[src/rtl/fetch_prefetch_queue.sv]
// Fetch-side prefetch buffer: streams sequential halfwords into a small FIFO and
// presents assembled 16/32-bit instructions with their PC; branch redirects flush.
module fetch_prefetch_queue #(
    parameter int unsigned DEPTH    = 4,
    parameter logic [31:0] RESET_PC = 32'h0000_0000
) (
    input  logic        clk,
    input  logic        rst,
    input  logic        jump,
    input  logic [31:0] target,
    output logic        mem_req,
    output logic [31:0] mem_addr,
    input  logic [15:0] mem_rdata,
    output logic        out_valid,
    input  logic        out_ready,
    output logic [31:0] instr,
    output logic [31:0] pc,
    output logic        extend
);

    localparam int unsigned AW      = $clog2(DEPTH);
    localparam logic [AW:0] DEPTH_C = (AW+1)'(DEPTH);
    localparam logic [AW:0] ONE_C   = (AW+1)'(1);
    localparam logic [AW:0] TWO_C   = (AW+1)'(2);

    typedef struct packed {
        logic [31:0] addr;
        logic [15:0] hw;
    } entry_t;

    entry_t          fifo_q [DEPTH];
    entry_t          head0;
    logic [15:0]     head1_hw;
    logic [AW:0]     count_q, count_d, occ, pop_n;
    logic [AW-1:0]   rd_ptr_q, rd_ptr_d, wr_ptr_q, wr_ptr_d;
    logic [31:0]     fetch_addr_q, fetch_addr_d;
    logic [31:0]     inflight_addr_q, inflight_addr_d;
    logic            inflight_q, inflight_d;
    logic            inflight_epoch_q, inflight_epoch_d;
    logic            epoch_q, epoch_d;
    logic            head_ext, push, pop;

    always_comb begin
        head0     = fifo_q[rd_ptr_q];
        head1_hw  = fifo_q[rd_ptr_q + AW'(1)].hw;
        head_ext  = head0.hw[15];
        // Occupancy counts the in-flight read so its return always has a free slot.
        occ       = count_q + {{AW{1'b0}}, inflight_q};
        mem_req   = !rst && !jump && (occ < DEPTH_C);
        mem_addr  = fetch_addr_q;
        out_valid = !rst && !jump && (head_ext ? (count_q >= TWO_C) : (count_q >= ONE_C));
        extend    = out_valid && head_ext;
        instr     = '0;
        pc        = '0;
        if (out_valid) begin
            instr = {head0.hw, head_ext ? head1_hw : 16'h0000};
            pc    = head0.addr;
        end
        push  = inflight_q && !jump && (inflight_epoch_q == epoch_q);
        pop   = out_valid && out_ready;
        pop_n = pop ? (head_ext ? TWO_C : ONE_C) : '0;
    end

    always_comb begin
        count_d          = count_q;
        rd_ptr_d         = rd_ptr_q;
        wr_ptr_d         = wr_ptr_q;
        fetch_addr_d     = fetch_addr_q;
        inflight_d       = 1'b0;
        inflight_addr_d  = inflight_addr_q;
        inflight_epoch_d = inflight_epoch_q;
        epoch_d          = epoch_q;
        if (jump) begin
            count_d      = '0;
            rd_ptr_d     = '0;
            wr_ptr_d     = '0;
            fetch_addr_d = target;
            epoch_d      = !epoch_q;
        end else begin
            fetch_addr_d     = fetch_addr_q + {31'd0, mem_req};
            inflight_d       = mem_req;
            inflight_addr_d  = fetch_addr_q;
            inflight_epoch_d = epoch_q;
            wr_ptr_d         = wr_ptr_q + {{(AW-1){1'b0}}, push};
            rd_ptr_d         = rd_ptr_q + pop_n[AW-1:0];
            count_d          = count_q + {{AW{1'b0}}, push} - pop_n;
        end
    end

    always_ff @(posedge clk or posedge rst) begin
        if (rst) begin
            count_q          <= '0;
            rd_ptr_q         <= '0;
            wr_ptr_q         <= '0;
            fetch_addr_q     <= RESET_PC;
            inflight_q       <= 1'b0;
            inflight_addr_q  <= '0;
            inflight_epoch_q <= 1'b0;
            epoch_q          <= 1'b0;
        end else begin
            count_q          <= count_d;
            rd_ptr_q         <= rd_ptr_d;
            wr_ptr_q         <= wr_ptr_d;
            fetch_addr_q     <= fetch_addr_d;
            inflight_q       <= inflight_d;
            inflight_addr_q  <= inflight_addr_d;
            inflight_epoch_q <= inflight_epoch_d;
            epoch_q          <= epoch_d;
        end
    end

    always_ff @(posedge clk) begin
        if (push) begin
            fifo_q[wr_ptr_q] <= '{addr: inflight_addr_q, hw: mem_rdata};
        end
    end

endmodule

[config.mk]
export PLATFORM = sky130hd
export DESIGN_NAME = fetch_prefetch_queue
export DESIGN_NICKNAME = d
export VERILOG_FILES = /design/src/rtl/fetch_prefetch_queue.sv
export SDC_FILE = /design/constraint.sdc
export NUM_CORES = 1
export LEC_CHECK = 0
export ABC_AREA = 1
export CAP_MARGIN = 20
export CORE_ASPECT_RATIO = 0.9
export CORE_UTILIZATION = 56
export CTS_BUF_LIST = sky130_fd_sc_hd__clkbuf_8 sky130_fd_sc_hd__clkbuf_16
export DETAILED_ROUTE_END_ITERATION = 8
export PLACE_DENSITY = 0.9
export SLEW_MARGIN = 20
export SYNTH_ARGS = -nofsm -noshare
export SYNTH_HDL_FRONTEND = slang
export SYNTH_SLANG_ARGS = --single-unit
[constraint.sdc]
create_clock -name clk -period 5.26 [get_ports clk]
set_clock_uncertainty 0.15 [all_clocks]
set_input_delay 1.052 -clock clk [delete_from_list [all_inputs] [get_ports clk]]
set_output_delay 1.052 -clock clk [all_outputs]
set_load 0.05 [all_outputs]
* Word-level counts from Yosys, hierarchy flattened
Memory sizes are Yosys's and may differ from the RTL's. Index checks and enable logic that the tools add are counted.
Operators by class: $add $sub $neg 7, magnitude comparators 3, equality and inequality tests 1, mux-type cells 13, reductions and logical operators 10
Operators with widths (number):
- 32-bit two-way mux | 3
- 32-bit by 1-bit adder with 32-bit output | 1
- 16-bit two-way mux | 1
- 2-bit two-way mux | 4
- 1-bit logical AND | 7
- 3-bit by 1-bit adder with 3-bit output | 2
- 1-bit two-way mux | 4
- 3-bit by 1-bit >= comparator with 1-bit output, second input constant | 1
- 3-bit by 2-bit >= comparator with 1-bit output, second input constant | 1
- 1-bit zero test | 3
- 3-bit < comparator, second input constant | 1
- 3-bit two-way mux | 1
- 3-bit by 2-bit subtractor with 3-bit output | 1
- 2-bit by 1-bit adder with 2-bit output | 1
- 2-bit by 1-bit adder with 2-bit output, second input constant | 1
- 2-bit adder | 1
- 1-bit == test | 1
Storage, ports and cells: flip-flop bits (word level) 74, RAM bits 192, input port bits 52, output and inout bits 99, word-level logic and storage cells 43, memories 1
Memories:
- fifo_q | words 4, bits a word 48, read ports 2, clocked after Yosys merged registers in 0, write ports 1, line 31 | entry_t fifo_q [DEPTH];

* Depth between registers and ports, before layout
Gate-level depths: netlist of run 1.
depth after elaboration 7, mapped depth 14, depth with buffers taken out 14

* Worst setup path before layout of run 1
OpenSTA, ideal clock, no wires.
path kind input port to flip-flop, start point input port jump, end point memory fifo_q[0][0] (netlist name), enable pin, setup time 0.513 ns, arrival time 4.758 ns, required time 4.597 ns, path slack -0.161 ns, stages 4, buffers on the path 1, path through buf_2 > nor2_1 > nand3_1 > nor3_1
Between the ends: cells in the longest elaborated chain, start to end 5
Ends and longest elaborated chain:
- start, declared | line 9 | input logic jump,
- 1-bit zero test | line 59 | push = inflight_q && !jump && (inflight_epoch_q == epoch_q);
- 1-bit logical AND (2 in series) | line 59
- 1-bit two-way mux | line 113 | if (push) begin
- 1-bit two-way mux (not written as such) | line 114 | fifo_q[wr_ptr_q] <= '{addr: inflight_addr_q, hw: mem_rdata};
- end, declared | line 31
Every way passes these cells.

* Final worst setup path of run 1
start point register rd_ptr_q[1], end point output port pc[31]
Between the ends: cells in the longest elaborated chain, start to end 4
Ends and longest elaborated chain:
- start, declared | line 35 | logic [AW-1:0] rd_ptr_q, rd_ptr_d, wr_ptr_q, wr_ptr_d;
- start signal, assigned | line 102 | rd_ptr_q <= rd_ptr_d;
- memory read 4 x 48 bit *
- 1-bit two-way mux | line 51 | out_valid = !rst && !jump && (head_ext ? (count_q >= TWO_C) : (count_q >= ONE_C));
- 1-bit logical AND | line 51
- 32-bit two-way mux * | line 55 | if (out_valid) begin
- end, declared | line 17 | output logic [31:0] pc,
Every way passes the cells marked *; elsewhere a longest branch is shown, timed or not.

==> impl_metrics.toml, run 1 <==
[die]
die_w_um = 155.2
die_h_um = 139.9
std_cell_rows = 50
io_pins = 151
die_area_mm2 = 0.02172
initial_core_util_pct = 56.97
design.core.area_mm2 = 0.02077

[setup_path]
endpoint_kind = "primary output"
start_kind = "flop"
cp_top_family = "buffers and inverters"
critical_path_class = "reg -> out"
crit_chain = "buf_4, inv_1, nand2_1, nand3_1, nand2_1, nand2_2, buf_4, a21oi_1, buf_12"
worstPathMaxFanout = 38
rrSetupSlack_ns = 2.22
slowest_delay_ns = 0.92
required_ns = 4.06
critPathBufInv = 4
crit_path_top_delay_cell = "dfrtp_2"
arrival_ns = 3.40

[clocking]
post-cts-setup-buffers = 0
cts_resized = 0
clockBufferDepth = 3
numCtsBuffers = 28
clock_latency_ns = 0.53
clk_pin_slew_worst_paths_ns = 0.06
ctsHoldBuffers = 0
cts_tree = "built"
root_buffer = "clkbuf_16"
htree_levels = 1
cts.sinks = 266

[grt]
met2_usage_pct = 46.11
grtUsageMet3_pct = 4.950
grt_pass1_wl_um = 46830
grt_pass1_vias = 9084
antenna_found_initial = 0
grt_most_used_layer = "met2"
grtUsageMet1_pct = 37.41
grt_overflow_total = 0
grt_start_max_net_pins = 103
grt_usage_pct = 27.85

[synth]
syn_inst = 1215
avgSynthCellArea_um2 = 9.739
netlist_top_cells_count = "337 x nand2_1, 220 x nor2_1, 192 x edfxtp_1"
syn-num-nets = 1274
seq_area_frac_synth_pct = 64.38
ys_ff_latch = 266
synthArstFlopShare_pct = 27.82
yosysMostFrequentCell = "nand2_1"
synth_edf_count = 192
syn_area_mm2 = 0.01183
ys_warn_count = 0
yosysTopAreaCellShare_pct = 48.73
yosys_most_used_dff = "edfxtp_1"
synth_area_leader_cell = "edfxtp_1"
synthDistinctLibCells = 30
yosys-top-cells-area = "edfxtp_1 49%, dfrtp_1 16%, nand2_1 11%"

[timing]
min_period_ns = 4.607
period_share_pct = 87.58
max_clock_freq_mhz = 217.1
tightest_slew_ns = 1.090
slew_viol_final = 0
hold_viol = 0
post-route-worst-setup-slack_ns = 0.6535
rsz0062_at_grt = "false"
slew_headroom_pct = 26.96
hold_ws_ns = 0.3666
setup_violations = 0

[pwr]
power.net_switching_mw = 1.171
p_leak_nw = 5.908
p_clk_share_pct = 40.8
seq_power_share_pct = 50.2
pwr-share-comb_pct = 9.1
p_total_mw = 4.863
switching_share_pct = 24.08
p_int_mw = 3.692
ir_drop_mv = 0.2238
power_density_mw_per_mm2 = 328.1

[detailed_routing]
drc = 0
via_per_inst = 5.560
drt.antenna.violating_nets = 0
drt_wl_total_um = 29390
drtIter0Drc = 984
wl_per_cell_um = 17.68
via_count = 9240
drt-pass1-iter-count = 5

[status]
outcome = "complete, no violations"

[worst_hold_path]
hold_path.class = "reg -> reg"

[finish]
final-instance-count-excl-fill = 1662
area_growth_syn_to_layout_pct = 25.26
drive_gt1_share_pct = 10.68
nets = 1413
diodes = 0
finish.utilization_pct = 71.36

[placement]
gp_congestion = 0.9306
hpwl_um = 18680
io_buffers = 150
dp.cells = 1610
dpl_worst_slack_ns = 0.8403

[job]
maxCapViolCount = 0
metal layers:
layer  wire length, um  vias to the layer above
li1                  -                     4330
met1             11590                     4301
met2             13890                      518
met3              2895                       91
met4              1020                        0
met5                 0                        -
cell families after synthesis:
logic type,after synthesis,synth area share (%)
adders and majority gates,7,0.8036
AOI/OAI and AO/OA,209,9.633
muxes,1,0.08460
DFF,266,64.38
xor gates and xnor gates,13,0.9623
buffers and inverters,118,4.240
and+or+nand+nor,601,19.90
state kept, by name (all words and copies together) (netlist names):
name / cells
count_q: 3
epoch_q: 1
fifo_q: 192
inflight_addr_q: 32
inflight_epoch_q: 1
inflight_q: 1
mem_addr: 32
rd_ptr_q: 2
wr_ptr_q: 2
worst register-to-register path: stages (launching register included):
cell and delay [ns]:
dfrtp_2 0.92, buf_4 0.38, inv_1 0.08, nand2_1 0.09, nand2_1 0.09, nor2_1 0.16
nand4_1 0.15, nand2_1 0.11, ha_1 0.14, inv_1 0.05, fa_1 0.38, xor2_1 0.17
nor2_1 0.05
placed cells by master, fill, tap and decap left out, types with 3 or more instances in the layout:
cell type	count
nor2_2	4
nand3_1	16
xnor2_1	3
ha_1	6
nor3_2	4
a21oi_2	19
clkbuf_8	3
nand3b_1	10
edfxtp_1	192
a21oi_1	47
clkinvlp_4	4
clkinv_2	5
nand2_1	337
nor2_1	220
clkdlybuf4s50_1	101
bufinv_16	3
o21ai_0	126
inv_1	62
a31oi_1	15
xor2_1	10
buf_12	34
buf_4	32
nand4_1	5
clkbuf_16	29
dfrtp_1	72
worst paths after layout:
check | from | end | cells after the start
setup / recovery | rd_ptr_q[1] | pc[31] | 9
hold / removal | epoch_q | epoch_q | 2
setup reg to reg | rd_ptr_q[1] | count_q[2] | 12
hold reg to reg | epoch_q | epoch_q | 2
max in group asynchronous | rst | mem_addr[30] | 3
min in group asynchronous | rst | inflight_epoch_q | 2
area by class of cell:
class	count	area, um^2
timing repair buffer	168	1937
clock buffer	32	767.0
tap	286	357.8
fill	1413	5948
clock inverter	20	183.9
multi-input combinational	831	3734
inverter	59	222.7
sequential	266	7620
metrics by stage:
step | cell area [um^2] | setup TNS (ns)
6_report | 14820 | 0
5_1_grt | 14820 | 0
4_1_cts | 14820 | 0
3_5_place_dp | 13870 | 0
3_3_place_gp | 13870 | 0
2_1_floorplan | 11830 | -30.88
power groups by stage:
stage / clock, mW / sequential, mW / combinational [mW]
floorplan: 0 / 2.53 / 0.190
global placement: 0 / 2.47 / 0.424
detailed placement: 0 / 2.48 / 0.435
CTS: 2.00 / 2.44 / 0.441
global route: 2.08 / 2.45 / 0.477
finish: 1.98 / 2.44 / 0.441
(Power assumes the default switching activity.)
==> run 2: changes to the inputs <==
Settings changed: SLEW_MARGIN 20 to 15.
==> results of run 2 <==
Same layout as run 1: the final DEF is identical, and so are final timing and power.
==> run 3: changes to the inputs <==
Settings changed: CORE_UTILIZATION 56 to 30, GPL_ROUTABILITY_DRIVEN from default to 0, PLACE_DENSITY 0.9 to 0.58.
==> run 3 against run 2 <==
Hold slack lost 0.027 ns. Global-route usage decreased by 12 points. Highest routed layer unchanged. Critical endpoint is now instr[15]. Power fell by 0.68%. Sequential share of layout area is 1.5 points lower. Critical path type is now in -> out. Combinational power increased by 2%. Count of clock-buffer cells in the layout did not move. First-iteration DRC count is 39% lower. Die area up 85%.
==> impl_metrics.toml, run 3 (synthesis results as in run 1) <==
[pwr]
power_density_mw_per_mm2 = 316.5
switching_share_pct = 24.41
p_total_mw = 4.830
ir_drop_mv = 0.1984
seq_power_share_pct = 50.5
p_leak_nw = 5.952
power.net_switching_mw = 1.179
pwr-share-comb_pct = 9.3
p_clk_share_pct = 40.2
p_int_mw = 3.651

[clocking]
clockBufferDepth = 3
post-cts-setup-buffers = 0
cts.sinks = 266
clk_pin_slew_worst_paths_ns = 0.06
htree_levels = 1
ctsHoldBuffers = 0
root_buffer = "clkbuf_16"
cts_resized = 0
numCtsBuffers = 29
clock_latency_ns = 0.53
cts_tree = "built"

[grt]
antenna_found_initial = 0
grt_pass1_vias = 8594
grt_overflow_total = 0
grt_usage_pct = 15.85
grt_pass1_wl_um = 49090
grt_start_max_net_pins = 74

[job]
maxCapViolCount = 0

[finish]
largest_register_ffs = 192
n_fill_cell = 3799
nets = 1415
most-common-layout-cells = "337 x nand2_1, 220 x nor2_1, 192 x edfxtp_1"
drive_gt1_share_pct = 10.96
diodes = 0
area_growth_syn_to_layout_pct = 28.97
regMostFlops = "fifo_q"
fin_area_mm2 = 0.01526
final_common_cell = "nand2_1"
finish.utilization_pct = 39.51

[placement]
hpwl_um = 20710
post_dp_cell_area_mm2 = 0.01433
io_buffers = 150

[worst_hold_path]
worstHoldEndpoint = "inflight_epoch_q"
hp-start = "epoch_q"
hold_path.class = "reg -> reg"
hold_path_depth = 2

[timing]
setup_violations = 0
hold_ws_ns = 0.3398
hold_viol = 0
fin_tns_setup_ns = 0
period_share_pct = 87.10
rsz0062_at_grt = "false"
tightest_slew_ns = 0.9608
min_period_ns = 4.581
max_clock_freq_mhz = 218.3
slew_headroom_pct = 35.85
slew_viol_final = 0

[detailed_routing]
drt_wl_total_um = 31760
drc = 0
drt-pass1-iter-count = 5
drtIter0Drc = 598
via_per_inst = 4.671
drt.antenna.violating_nets = 0
via_count = 8889
wl_per_cell_um = 16.69

[setup_path]
rrSetupSlack_ns = 2.21
critical_path_class = "in -> out"
crit-reg2reg-launch = "count_q[0]"
arrival_ns = 3.38
worstPathMaxFanout = 17
required_ns = 4.06
start_kind = "primary input"
ff2ff_path_depth = 11
r2r_end = "mem_addr[18]"
endpoint_kind = "primary output"

[status]
outcome = "complete, no violations"

[die]
die_w_um = 211.3
std_cell_rows = 68
design.core.area_mm2 = 0.03863
die_area_mm2 = 0.04024
io_pins = 151
die_h_um = 190.4
initial_core_util_pct = 30.63
==> run 3: cell count changes in the layout (fill, tap and decap cells not counted), sizes merged <==
cell           previous run  this run
clkinvlp                  4         3
buf                      67        72
clkinv                    7         8
clkdlybuf4s50           101        97
inv                      65        67
bufinv                    3         2
==> run 3: through the flow <==
step,setup slack [ns],cells
after floorplan,-0.1609,1215
after global placement,0.7607,1850
after detailed placement,0.6895,1850
after CTS,0.6905,1903
after global routing,0.5077,1903
final,0.6787,1903
==> run 3: layer usage <==
layer	share of wire (%)	vias to the layer above	track usage (%)
met4	1.9	0	3.874
met2	47	279	26.10
met3	5.4	40	2.503
li1	-	4348	-
met1	46	4222	21.80
met5	0	-	0
==> run 3: how the worst max path moves through the flow <==
stage               start           end  slack, ns  cells past startpoint
floorplan            jump  fifo_q[0][0]      -0.16                      4
global placement      rst      instr[0]       0.76                      5
detailed placement    rst     instr[15]       0.69                      5
CTS                   rst     instr[15]       0.69                      5
global route          rst      instr[2]       0.51                      5
finish                rst     instr[15]       0.68                      5
==> run 3: power by group through the flow <==
stage	combinational, mW	clock (mW)	sequential, mW
after global placement	0.448	0	2.48
after detailed placement	0.452	0	2.48
final	0.449	1.94	2.44
after CTS	0.454	2.00	2.44
after floorplan	0.190	0	2.53
after global routing	0.490	2.08	2.45
==> run 3: worst max-delay path, cell delays in order <==
cell	delay [ns]
clkdlybuf4s50_1	0.48
nor2_2	0.26
nand3_2	0.41
a31oi_1	0.32
clkdlybuf4s50_1	0.84
==> run 3: layout make-up <==
class                           instances  area (um^2)  area share [%]
Multi-Input combinational cell        831         3734           24.47
Clock buffer                           32        767.0           5.026
Sequential cell                       266         7620           49.93
Clock inverter                         21        165.2           1.082
Timing Repair Buffer                  169         2097           13.74
Inverter                               59        221.5           1.451
Tap cell                              525        656.9           4.304
==> variant (config.mk and constraints of run 2) <==
Reset style: synchronous (`rst`), changed in one clocked block.
--- a/src/rtl/fetch_prefetch_queue.sv
+++ b/src/rtl/fetch_prefetch_queue.sv
@@ -89,3 +89,3 @@
 
-    always_ff @(posedge clk or posedge rst) begin
+    always_ff @(posedge clk) begin
         if (rst) begin
Behaviour: differs if rst is asserted again (counterexample within 4 cycles, from zero or initial values and one cycle with rst high); with rst held inactive, the same outputs for 4 cycles.
==> variant against run 2 <==
- worst hold slack worse by 0.030 ns
- critical path depth decreased by 1
- largest cell class unchanged
- setup slack better by 0.11 ns
- sequential share of layout area fell by 2.0 points
- maximum frequency up 2.5%
- routed wire length shrank 0.86%
- die area is 2.0% lower
- power down 11%
- synthesized area shrank 2.0%
- sequential cell count did not move
- design area is 1.0% lower
- sequential power fell by 4%
- combinational power shrank 37%
- register-to-register slack worse by 0.76 ns
==> variant: results (changes against run 2) <==
| Metric | Value |
|---|---|
| Xor and xnor fraction of the mapped netlist area | 0.0121 (+0.00246) |
| Max Cap Viol | 0 (unchanged) |
| Largest family of logic cells by synthesized area | simple AND/OR/NAND/NOR gates |
| Post-synth top cells | nor2_1, edfxtp_1, o21ai_0 |
| Pin count of the biggest net entering global routing | 111 (+7.8%) |
| # resized after CTS | 0 (unchanged) |
| Initial antenna violation count | 0 (unchanged) |
| Clock Path Buffers | 3 (unchanged) |
| Post-CTS setup repair buffer count | 0 (unchanged) |
| Clk_lat worst skew | between 0.5 and 0.6 ns |
| DP Area | 0.0139 mm² (+0.15%) |
| Max VDD drop | 204 µV (-8.7%) |
| Vias in the first global route | 8903 (-2.0%) |
| Sw frac | 0.223 (-0.0173) |
| Number of H-tree levels | 1 (unchanged) |
| HP Class | flip-flop to flip-flop |
| Post-synth ARST share | 0 (-0.278) |
| DR WL met3 | 2.79 mm (-3.6%) |
| Detail Placement HPWL | 18.7 mm (+0.31%) |
| GR Util All Layers | 0.275 (-0.00379) |
| Delay-heaviest family, CP | buffers and inverters |
| Top reg by flops | fifo_q |
| Clk pin slew, worst setup/hold paths | 0.06 ns (about the same) |
| Yosys cell types | 40 (+33%) |
| Share of the yosys chip area belonging to registers | 0.625 (-0.0189) |
| Via/cell ratio | 5.83 (+4.8%) |
| Crit path DAT | 3.29 ns (-0.11 ns) |
| Synth area leaders | edfxtp_1, dfxtp_1, nor2_1 |
| Run status | finished, final reports clean |
| Complex-gate fraction of the synthesized area | 0.128 (+0.0318) |
| First-pass GRT wire length | 46.2 mm (-1.3%) |
| Post-synthesis mux area share | 0 (-0.000846) |
| CP max stage delay | 0.84 ns (-0.08 ns) |
| Pre-CTS WS | 0.971 ns (+0.130 ns) |
| Met1 Wirelength | 11.4 mm (-1.8%) |
| Static leakage | 5.45 nW (-7.7%) |
| Max reg flops | 192 (unchanged) |
| DR top layer | met4 |
| Met2 wire length | 14.1 mm (+1.3%) |
| Clk root buf | clkbuf_16 |
| Final GP Congestion | 0.947 (+1.8%) |
| Rel. slew slack | 0.298 (+0.0281) |
| Worst-path fanout max | 47 (+24%) |
| CP max-delay cell | dfxtp_2 |
| 1st-iter DRT viols | 865 (-12%) |
| Ant diodes | 0 (unchanged) |
| Number of buffers added on ports | 150 (unchanged) |
| Post-synthesis adder-cell area fraction | 0.00712 (-0.000917) |
| Wire per inst | 18.2 µm (+3.0%) |
| CTS Buf Count | 25 (-11%) |
| Number of flops mapped to enable cells by yosys | 192 (unchanged) |
| Layout Nets | 1384 (-2.1%) |
| Net Count, Synth | 1261 (-1.0%) |
| Share of cells above drive strength 1 | 0.115 (+0.00850) |
| Warning count from the yosys run | 0 (unchanged) |
| Drt first pass iters | 5 (unchanged) |
## variant: changes by cell type in the layout (fill, tap and decap cells not counted), sizes merged, moves of 17 or more
cell	delta
clkdlybuf4s50	-18
nand2	-196
nand3	+39
a21oi	+33
nor2	+24
inv	+31
o21ai	+30
dfrtp	-74
dfxtp	+74
buf	+17
## variant: layout make-up
class,count,area [µm²]
flip-flops and latches,266,7250
repair buffers,167,2290
clock inverters,14,67.6
multi-input cells,779,3710
well taps,255,319
clock buffers,31,708
inverters,87,329
fillers,1265,5440
## variant: path summary, 6_finish.rpt
| kind | start | to | slack [ns] | depth (start not counted) |
|---|---|---|---|---|
| setup / recovery | rd_ptr_q[0]$_SDFF_PP0_ | pc[17] | 0.77 | 8 |
| hold / removal | inflight_epoch_q$_SDFFE_PP0N_ | inflight_epoch_q$_SDFFE_PP0N_ | 0.34 | 2 |
| setup reg to reg | rd_ptr_q[0]$_SDFF_PP0_ | count_q[2]$_SDFF_PP0_ | 1.46 | 13 |
| hold reg to reg | inflight_epoch_q$_SDFFE_PP0N_ | inflight_epoch_q$_SDFFE_PP0N_ | 0.34 | 2 |
## variant: power groups by stage
stage | combinational [mW] | clock (mW) | sequential, mW
after detailed placement | 0.274 | 0 | 2.39
after floorplan | 0.105 | 0 | 2.43
after global routing | 0.299 | 1.79 | 2.35
final | 0.279 | 1.69 | 2.34
after CTS | 0.277 | 1.69 | 2.34
after global placement | 0.268 | 0 | 2.38
## variant: cells by family after synthesis
family,Yosys count
AND/OR/NAND/NOR,473
AO/OA/AOI/OAI,284
adder cells (fa/ha/maj),6
buffers and inverters,158
flip-flops,266
XOR/XNOR,16
## variant: per-layer routing
metal  global-route usage  up-vias
met5                    0        -
met4               0.0984        0
met3               0.0353       73
met2                0.453      558
met1                0.376     4356
li1                     -     4330
## variant: stage by stage
| step | cells | hold WS, ns | TNS [ns] | utilization |
|---|---|---|---|---|
| 2_1_floorplan | 1203 | 0.305 | -46.13 | - |
| 3_3_place_gp | 1554 | 0.316 | 0 | 0.691 |
| 3_5_place_dp | 1554 | 0.326 | 0 | 0.691 |
| 4_1_cts | 1599 | 0.335 | 0 | 0.729 |
| 5_1_grt | 1599 | 0.372 | 0 | 0.729 |
| 6_report | 1599 | 0.337 | 0 | 0.729 |
## variant: worst register-to-register path, stage by stage (launching register included)
cell,delay (ns)
dfxtp_2,0.84
inv_4,0.30
nand2_1,0.16
nand3_2,0.14
nand2_1,0.18
nand2_2,0.26
inv_1,0.29
nand2_1,0.11
ha_1,0.29
inv_1,0.06
fa_1,0.43
xnor2_1,0.15
or2_2,0.27
a21oi_1,0.13
